File: src/rtl/cmd_tag_allocator_pkg.sv
// Shared constants and types for the command-tag pool: tag/owner widths,
// reserved values and the grant record.
package cmd_tag_allocator_pkg;

  localparam int TAG_COUNT   = 32;
  localparam int TAG_W       = $clog2(TAG_COUNT);
  localparam int CU_ID_RANGE = 8;

  typedef logic [TAG_W-1:0]       tag_t;
  typedef logic [CU_ID_RANGE-1:0] cu_id_t;
  typedef logic [TAG_W:0]         count_t;

  localparam tag_t   INVALID_TAG = '0;
  localparam cu_id_t INVALID_ID  = '0;
  localparam count_t USABLE_TAGS = count_t'(TAG_COUNT - 1);

  typedef struct packed {
    logic   valid;
    tag_t   tag;
    cu_id_t cu_id;
  } tag_alloc_t;

  // Free vector with every usable tag free; tag 0 is never free.
  function automatic logic [TAG_COUNT-1:0] all_usable_free();
    return {{(TAG_COUNT-1){1'b1}}, 1'b0};
  endfunction

endpackage

File: src/rtl/cmd_tag_allocator_tag_priority_encoder.sv
// Lowest-set-bit priority encoder; reports the index and whether any bit
// was set.
module tag_priority_encoder #(
  parameter int WIDTH = 32
) (
  input  logic [WIDTH-1:0]         req_i,
  output logic [$clog2(WIDTH)-1:0] idx_o,
  output logic                     found_o
);

  localparam int IDX_W = $clog2(WIDTH);

  // NOTE: every output gets a default before the loop so no latch is inferred.
  always_comb begin
    idx_o   = '0;
    found_o = 1'b0;
    for (int i = WIDTH - 1; i >= 0; i--) begin
      if (req_i[i]) begin
        idx_o   = IDX_W'(i);
        found_o = 1'b1;
      end
    end
  end

endmodule

File: src/rtl/cmd_tag_allocator.sv
// Command-tag pool: grants the lowest free tag, records the owner cu_id,
// serves registered owner lookups and frees tags on release.
module cmd_tag_allocator
  import cmd_tag_allocator_pkg::*;
(
  input  logic                   clock,
  input  logic                   reset,
  input  logic                   enabled,
  input  logic                   flush,
  input  logic                   alloc_req,
  input  logic [CU_ID_RANGE-1:0] alloc_cu_id,
  output logic                   alloc_gnt,
  output logic [TAG_W-1:0]       alloc_tag,
  input  logic                   release_valid,
  input  logic [TAG_W-1:0]       release_tag,
  input  logic                   lookup_valid,
  input  logic [TAG_W-1:0]       lookup_tag,
  output logic                   lookup_rsp_valid,
  output logic [CU_ID_RANGE-1:0] lookup_cu_id,
  output logic                   lookup_hit,
  output logic [TAG_W:0]         free_count,
  output logic                   tags_empty,
  output logic                   error_release
);

  logic [TAG_COUNT-1:0] free_q, free_d;
  cu_id_t               owner_q [TAG_COUNT];
  cu_id_t               owner_d [TAG_COUNT];
  count_t               count_q, count_d;
  logic                 empty_q;
  logic                 err_q, err_d;
  logic                 gnt_q;
  tag_t                 gnt_tag_q;
  logic                 lk_valid_q, lk_hit_q, lk_hit_d;
  cu_id_t               lk_cu_q, lk_cu_d;

  tag_alloc_t           grant_d;
  logic [TAG_COUNT-1:0] cand;
  tag_t                 enc_idx;
  logic                 enc_found;
  logic                 rel_hit;

  // Tag 0 is reserved, so it is masked out of the grant candidates.
  assign cand = {free_q[TAG_COUNT-1:1], 1'b0};

  tag_priority_encoder #(.WIDTH(TAG_COUNT)) u_enc (
    .req_i   (cand),
    .idx_o   (enc_idx),
    .found_o (enc_found)
  );

  always_comb begin
    rel_hit = release_valid && (release_tag != INVALID_TAG) && !free_q[release_tag];
    grant_d = '{valid: 1'b0, tag: INVALID_TAG, cu_id: INVALID_ID};
    free_d  = free_q;
    owner_d = owner_q;
    count_d = count_q;
    err_d   = err_q | (release_valid && !rel_hit);

    if (flush) begin
      free_d = all_usable_free();
      for (int i = 0; i < TAG_COUNT; i++) owner_d[i] = INVALID_ID;
      count_d = USABLE_TAGS;
      err_d   = 1'b0;
    end else begin
      // Grant works on the pre-release vector: a tag freed now is grantable next cycle.
      if (alloc_req && enabled && enc_found) begin
        grant_d = '{valid: 1'b1, tag: enc_idx, cu_id: alloc_cu_id};
        free_d[grant_d.tag]  = 1'b0;
        owner_d[grant_d.tag] = grant_d.cu_id;
      end
      if (rel_hit) begin
        free_d[release_tag]  = 1'b1;
        owner_d[release_tag] = INVALID_ID;
      end
      count_d = count_q - count_t'(grant_d.valid) + count_t'(rel_hit);
    end

    // Lookup sees the table as it stands before this cycle's alloc/release.
    lk_hit_d = lookup_valid && (lookup_tag != INVALID_TAG) && !free_q[lookup_tag];
    lk_cu_d  = lk_hit_d ? owner_q[lookup_tag] : INVALID_ID;
  end

  // NOTE: sequential state uses non-blocking assignments only.
  always_ff @(posedge clock or posedge reset) begin
    if (reset) begin
      free_q     <= all_usable_free();
      count_q    <= USABLE_TAGS;
      empty_q    <= 1'b0;
      err_q      <= 1'b0;
      gnt_q      <= 1'b0;
      gnt_tag_q  <= INVALID_TAG;
      lk_valid_q <= 1'b0;
      lk_hit_q   <= 1'b0;
      lk_cu_q    <= INVALID_ID;
    end else begin
      free_q     <= free_d;
      count_q    <= count_d;
      empty_q    <= (count_d == '0);
      err_q      <= err_d;
      gnt_q      <= grant_d.valid;
      gnt_tag_q  <= grant_d.tag;
      lk_valid_q <= lookup_valid;
      lk_hit_q   <= lk_hit_d;
      lk_cu_q    <= lk_cu_d;
    end
  end

  // NOTE: the owner table is reset because lookups of freed tags must read INVALID_ID.
  always_ff @(posedge clock or posedge reset) begin
    if (reset) begin
      for (int i = 0; i < TAG_COUNT; i++) owner_q[i] <= INVALID_ID;
    end else begin
      owner_q <= owner_d;
    end
  end

  assign alloc_gnt        = gnt_q;
  assign alloc_tag        = gnt_tag_q;
  assign lookup_rsp_valid = lk_valid_q;
  assign lookup_hit       = lk_hit_q;
  assign lookup_cu_id     = lk_cu_q;
  assign free_count       = count_q;
  assign tags_empty       = empty_q;
  assign error_release    = err_q;

endmodule

File: config.mk
export PLATFORM = sky130hd
export DESIGN_NAME = cmd_tag_allocator
export DESIGN_NICKNAME = d
export VERILOG_FILES = /design/src/rtl/cmd_tag_allocator_pkg.sv /design/src/rtl/cmd_tag_allocator_tag_priority_encoder.sv /design/src/rtl/cmd_tag_allocator.sv
export SDC_FILE = /design/constraint.sdc
export NUM_CORES = 1
export LEC_CHECK = 0
export ABC_AREA = 1
export CAP_MARGIN = 20
export CORE_MARGIN = 2
export CORE_UTILIZATION = 55
export DETAILED_ROUTE_END_ITERATION = 7
export PLACE_DENSITY = 0.79
export SLEW_MARGIN = 30
export SYNTH_ARGS = -nofsm -noshare
export SYNTH_HDL_FRONTEND = slang
export SYNTH_SLANG_ARGS = --single-unit
File: constraint.sdc
create_clock -name clock -period 15.4 [get_ports clock]
set_input_delay 3.08 -clock clock [delete_from_list [all_inputs] [get_ports clock]]
set_output_delay 3.08 -clock clock [all_outputs]
set_load 0.005 [all_outputs]
# ---- After elaboration in Yosys (flattened, before gate mapping)
# Index checks and enable logic that the tools add are counted.
dict set report classes {
  bitwise 9
  n_mux 92
  addsub 2
  mul 0
  n_shift 0
  eq_ne 0
  div 0
  reduce_logical 17
  magnitude_cmp 10
}
# op count
set op_table {}
lappend op_table {{$mux 256} 4}
lappend op_table {{$and 256x256->256} 1}
lappend op_table {{$bwmux 256} 1}
lappend op_table {{$not 256->256} 1}
lappend op_table {{$mux 5} 31}
lappend op_table {{$mux 32} 4}
lappend op_table {{$demux 8 s5} 2}
lappend op_table {{$mux 14} 3}
lappend op_table {{$bmux 8 s5} 1}
lappend op_table {{$mux 8} 5}
lappend op_table {{$mux 1} 36}
lappend op_table {{$and 32x32->32} 1}
lappend op_table {{$not 32->32} 1}
lappend op_table {{$or 32x32->32} 1}
lappend op_table {{$ge 6x6->1 const B} 3}
lappend op_table {{$lt 5x6->1 const B} 3}
lappend op_table {{$not 5->6} 3}
lappend op_table {{$lt 6x1->1 const B} 2}
lappend op_table {{$logic_and 1x1->1} 11}
lappend op_table {{$bmux 1 s5} 2}
lappend op_table {{$demux 1 s5} 2}
lappend op_table {{$ge 5x1->1 const B} 2}
lappend op_table {{$reduce_bool 5->1} 2}
lappend op_table {{$add 6x1->6} 1}
lappend op_table {{other kinds (5)} 7}
dict set report totals {
  latch_bits 0
  romBits 0
  ramBits 0
  register_bits 312
  output_inout_bits 24
  memories 0
}

# ---- Longest topological paths before layout
dict set report depth {
  word_depth 42
  depth_mapped 36
  ltp_nobuf 35
}

# ---- Cells and area by module
# Synthesis repeated with hierarchy kept, for this count alone.
dict set report hier_totals {
  hier_cells 3895
  area_unflattened_um2 23764.0
}
# module area_per_inst_um2 instances cells_each
set modules_own_cells {}
lappend modules_own_cells {cmd_tag_allocator 23321.1 1 3788}
lappend modules_own_cells {tag_priority_encoder 442.9 1 107}

# ---- Worst setup path after synthesis
# No wires, ideal clock.
dict set report synth_path {
  path_kind {in2reg}
  from {in release_tag[0]}
  to {reg empty_q (netlist: tags_empty)}
  setup_ns 0.086
  t_required_ns 15.314
  stages 20
  t_arrival_ns 6.371
  n_path_buf 1
  slack_ns 8.943
  path_cell_list {nor2_1 > clkinv_1 > o221ai_1 > a22o_1 > a221oi_1 > nand3_1 > clkbuf_1 > ha_1 > inv_1 > ha_1 > inv_1 > fa_1 > nor2_1 > a211oi_1 > nand2_1 > nand2_1 > nor2_1 > inv_1 > or4_1 > nor3_1}
}
dict set report synth_between {
  elab_chain_cells 7
  elab_cells_between_ends 9
}
# item line_no
set synth_lines {}
lappend synth_lines {{from (decl)} cmd_tag_allocator.sv:15} ;# input logic [TAG_W-1:0] release_tag,
lappend synth_lines {{$bmux 1 s5} cmd_tag_allocator.sv:53} ;# rel_hit = release_valid && (release_tag != INVALID_TAG) && !free_q[release_tag];
lappend synth_lines {{$mux 1 (not written as such)} cmd_tag_allocator.sv:53}
lappend synth_lines {{$logic_not 1->1} cmd_tag_allocator.sv:53}
lappend synth_lines {{$logic_and 1x1->1 *} cmd_tag_allocator.sv:53}
lappend synth_lines {{$add 6x1->6 *} cmd_tag_allocator.sv:76} ;# count_d = count_q - count_t'(grant_d.valid) + count_t'(rel_hit);
lappend synth_lines {{$mux 6 *} cmd_tag_allocator.sv:60} ;# if (flush) begin
lappend synth_lines {{via count_d[4]} cmd_tag_allocator.sv:29} ;# count_t count_q, count_d;
lappend synth_lines {{$logic_not 6->1 *} cmd_tag_allocator.sv:99} ;# empty_q <= (count_d == '0);
lappend synth_lines {{to (signal assigned)} cmd_tag_allocator.sv:99}
lappend synth_lines {{to (decl)} cmd_tag_allocator.sv:30} ;# logic empty_q;
# The timed path passes the listed nets; every way through them passes the cells marked *. The select of a mux whose other input is x is not followed.

# ---- Final worst setup path
# Same ends and word-level chain as after synthesis.

==> flow_metrics.env <==
export IMPL_grt_pass1_wl_um=90000
export IMPL_finalClockSkew_ns=0.0209
export IMPL_run_status="finished, final reports clean"
export IMPL_overflow=0
export IMPL_synth_top_area_share_pct=38.7
export IMPL_grt_pass1_vias=16100
export IMPL_utilization_pct=61.6
export IMPL_crit_fanout=9
export IMPL_worstSetupPathType="in -> reg"
export IMPL_cts_resized=0
export IMPL_p_leak_nw=10.4
export IMPL_synth_edf_count=0
export IMPL_postCtsSetupBuffers=0
export IMPL_numCtsBuffers=35
export IMPL_fillers=2879
export IMPL_ir_drop_mv=0.0929
export IMPL_p_per_area_nw_per_um2=97.5
export IMPL_power_total_mw=1.91
export IMPL_die_x_um=184
export IMPL_root_buffer="clkbuf_16"
export IMPL_cts_buffer_depth=3
export IMPL_dieArea_um2=33900
export IMPL_post_drt_wl_per_cell_um=18.9
export IMPL_hold_class="reg -> reg"
export IMPL_numPortBuffers=48
export IMPL_start_util_pct=56.1
export IMPL_synth_top_area_cell="dfrtp_1"
export IMPL_synth_area_leaders="dfrtp_1 39%, nand2_1 13%, nor2_1 10%, inv_1 8.0%, dfstp_2 5.3%"
export IMPL_antenna_found_initial=0
export IMPL_cts_sinks=312
export IMPL_ant_nets=0
export IMPL_nNetsFinal=2594
export IMPL_placed_cells=2959
export IMPL_synth_warning_count=0
export IMPL_layout_min_cycle_time_ns=6.81
export IMPL_r2r_cells=21
export IMPL_end_kind="flop"
export IMPL_place_congestion=0.994
export IMPL_cp_top_family="simple AND/OR/NAND/NOR gates"
export IMPL_period_share_pct=44.2
export IMPL_crit_path_max_incr_delay_ns=0.53
export IMPL_syn_area_per_cell_um2=6.91
export IMPL_path_depth=20
export IMPL_cts_tree="built"
export IMPL_antennaDiodeCount=0
export IMPL_ctsHoldBuffers=0
export IMPL_yosysSeqAreaShare_pct=44.0
export IMPL_yosys_cell_types_count=46
export IMPL_drive_above_1_share_pct=6.38
export IMPL_clk_latency_ns=0.52
export IMPL_route_detailed_drc=0
export IMPL_cp_required_ns=15.83
export IMPL_yosys_register_bits=312
export IMPL_rows=65
export IMPL_netlist_top_cells_count="642 x nand2_1, 488 x nor2_1, 380 x inv_1"
export IMPL_wirelength_um=57000
export IMPL_slew_headroom_pct=22.2
export IMPL_grt_util_all_layers_pct=34.4
export IMPL_crit_path_start_kind="input port"
export IMPL_clkTransAtPathRegs_ns=0.06
export IMPL_report_final_setup_viol=0
export IMPL_path_cells="clkdlybuf4s50_1 -> nor2_1 -> clkinv_1 -> o221ai_1 -> a22o_1 -> a221oi_1 -> nand3_1 -> ha_1 -> inv_1 -> ha_1 -> inv_1 -> fa_1 -> nor2_1 -> a211oi_1 -> nand2_1 -> nand2_1 -> nor2_1 -> inv_1 -> or4_1 -> nor3_1"
export IMPL_drv_cap=0
export IMPL_core_um2=31800
export IMPL_netlist_area_um2=17900
export IMPL_tns_ns=0
export IMPL_vias_per_cell=5.63
export IMPL_io_pin_count=49
export IMPL_firstDrtPassIters=8
export IMPL_die_y_um=184
export IMPL_synth_nets=2615
export IMPL_dpl_hpwl_um=35900
export IMPL_layout_cells_non_filler=3023
export IMPL_yosysMostFrequentCell="nand2_1"
export IMPL_crit_slowest_cell="or4_1"
export IMPL_grt_max_degree=173
export IMPL_synth_ff_type="dfrtp_1"
export IMPL_drtIter0Drc=2342
export IMPL_vias=17000
export IMPL_h_tree_depth=2
export IMPL_finalHoldViolCount=0
export IMPL_worst_pin_slew_ns=1.15
export IMPL_timing_fmax_ghz=0.147
export IMPL_whs_path_depth=2
export IMPL_slew_viol_final=0
export IMPL_async_flop_share_pct=100
export IMPL_rsz0062_at_grt="no"
export IMPL_critical_path_buf_inv_count=5
export IMPL_cp_arrival_ns=7.24
export IMPL_synthCells=2583
export IMPL_syn_to_final_growth_pct=9.75
==> per-stage QoR <==
| step | hold WS [ns] | cell area (µm²) | worst slack [ns] |
|---|---|---|---|
| 2_1_floorplan | 0.442 | 17900 | 3.75 |
| 4_1_cts | 0.475 | 19600 | 8.57 |
| 3_5_place_dp | 0.459 | 18400 | 8.03 |
| 6_report | 0.480 | 19600 | 8.59 |
| 3_3_place_gp | 0.457 | 18400 | 8.10 |
| 5_1_grt | 0.496 | 19600 | 8.21 |
==> cells in the final DEF (no fill, tap or decap), drive strengths merged, types with 2 or more instances in the layout <==
| cell | instances |
|---|---|
| nor4 | 3 |
| nand3 | 79 |
| or2 | 3 |
| a221oi | 2 |
| o221ai | 14 |
| xnor2 | 2 |
| dfstp | 36 |
| clkbuf | 46 |
| dfrtp | 276 |
| buf | 27 |
| inv | 383 |
| clkdlybuf4s50 | 45 |
| a22oi | 7 |
| nand2 | 654 |
| ha | 6 |
| o21ai | 184 |
| nor3 | 11 |
| a21oi | 152 |
| nand4 | 66 |
| a211oi | 9 |
| clkinv | 45 |
| nor2 | 489 |
| a22o | 2 |
| o311ai | 32 |
| clkinvlp | 4 |
==> area by class of cell <==
| cell class | count | area, µm² | share of cell area (%) |
|---|---|---|---|
| Clock buffer | 46 | 1000 | 5.10 |
| Clock inverter | 17 | 128 | 0.651 |
| Inverter | 416 | 1570 | 8.03 |
| Multi-Input combinational cell | 1725 | 7820 | 39.9 |
| Sequential cell | 312 | 7850 | 40.1 |
| Tap cell | 435 | 544 | 2.78 |
| Timing Repair Buffer | 72 | 681 | 3.47 |
==> routing by layer <==
layer	vias to the layer above	track usage, %	part of all wire, %
met5	-	0	0
met4	0	16.6	5.3
met3	186	5.95	9.8
met2	882	52.3	43
met1	7940	47.8	41
li1	8004	-	-
==> worst paths after layout <==
| kind | end | from | slack, ns |
|---|---|---|---|
| worst max-delay path | tags_empty | release_tag[0] | 8.59 |
| worst min-delay path | free_q[13] | free_q[13] | 0.48 |
| worst max register to register | owner_q[47] | free_q[31] | 11.29 |
| worst min register to register | free_q[13] | free_q[13] | 0.48 |
| max in group asynchronous | owner_q[237] | reset | 10.85 |
| min in group asynchronous | owner_q[45] | reset | 3.08 |
==> where the power goes <==
group | internal (mW) | switching [mW]
clock network | 0.477 | 0.352
logic | 0.0700 | 0.170
registers | 0.834 | 0.00870
total | 1.38 | 0.530
==> sequential cells by signal (all words and copies together), names as in the netlist <==
register and flops:
owner_q 256, tags_empty 1, alloc_gnt 1, alloc_tag 5, lookup_cu_id 8, free_q 32
free_count 6, lookup_hit 1, error_release 1, lookup_rsp_valid 1
==> cells by family (layout without fill, tap and decap cells) <==
family                   count (synthesis)  in the layout  synth area share, %
AND/OR/NAND/NOR                       1308           1308                 30.3
flip-flops                             312            312                 44.0
XOR/XNOR                                 3              3                0.147
AO/OA/AOI/OAI                          407            407                 12.8
adder cells (fa/ha/maj)                  7              7                0.533
buffers and inverters                  546            551                 12.3
==> worst min-delay path, cell delays in order, from the launching register on <==
cell     delay [ns]
dfstp_2        0.38
nand2_1        0.06
nand2_1        0.05
Power figures use the tool's default switching activity.
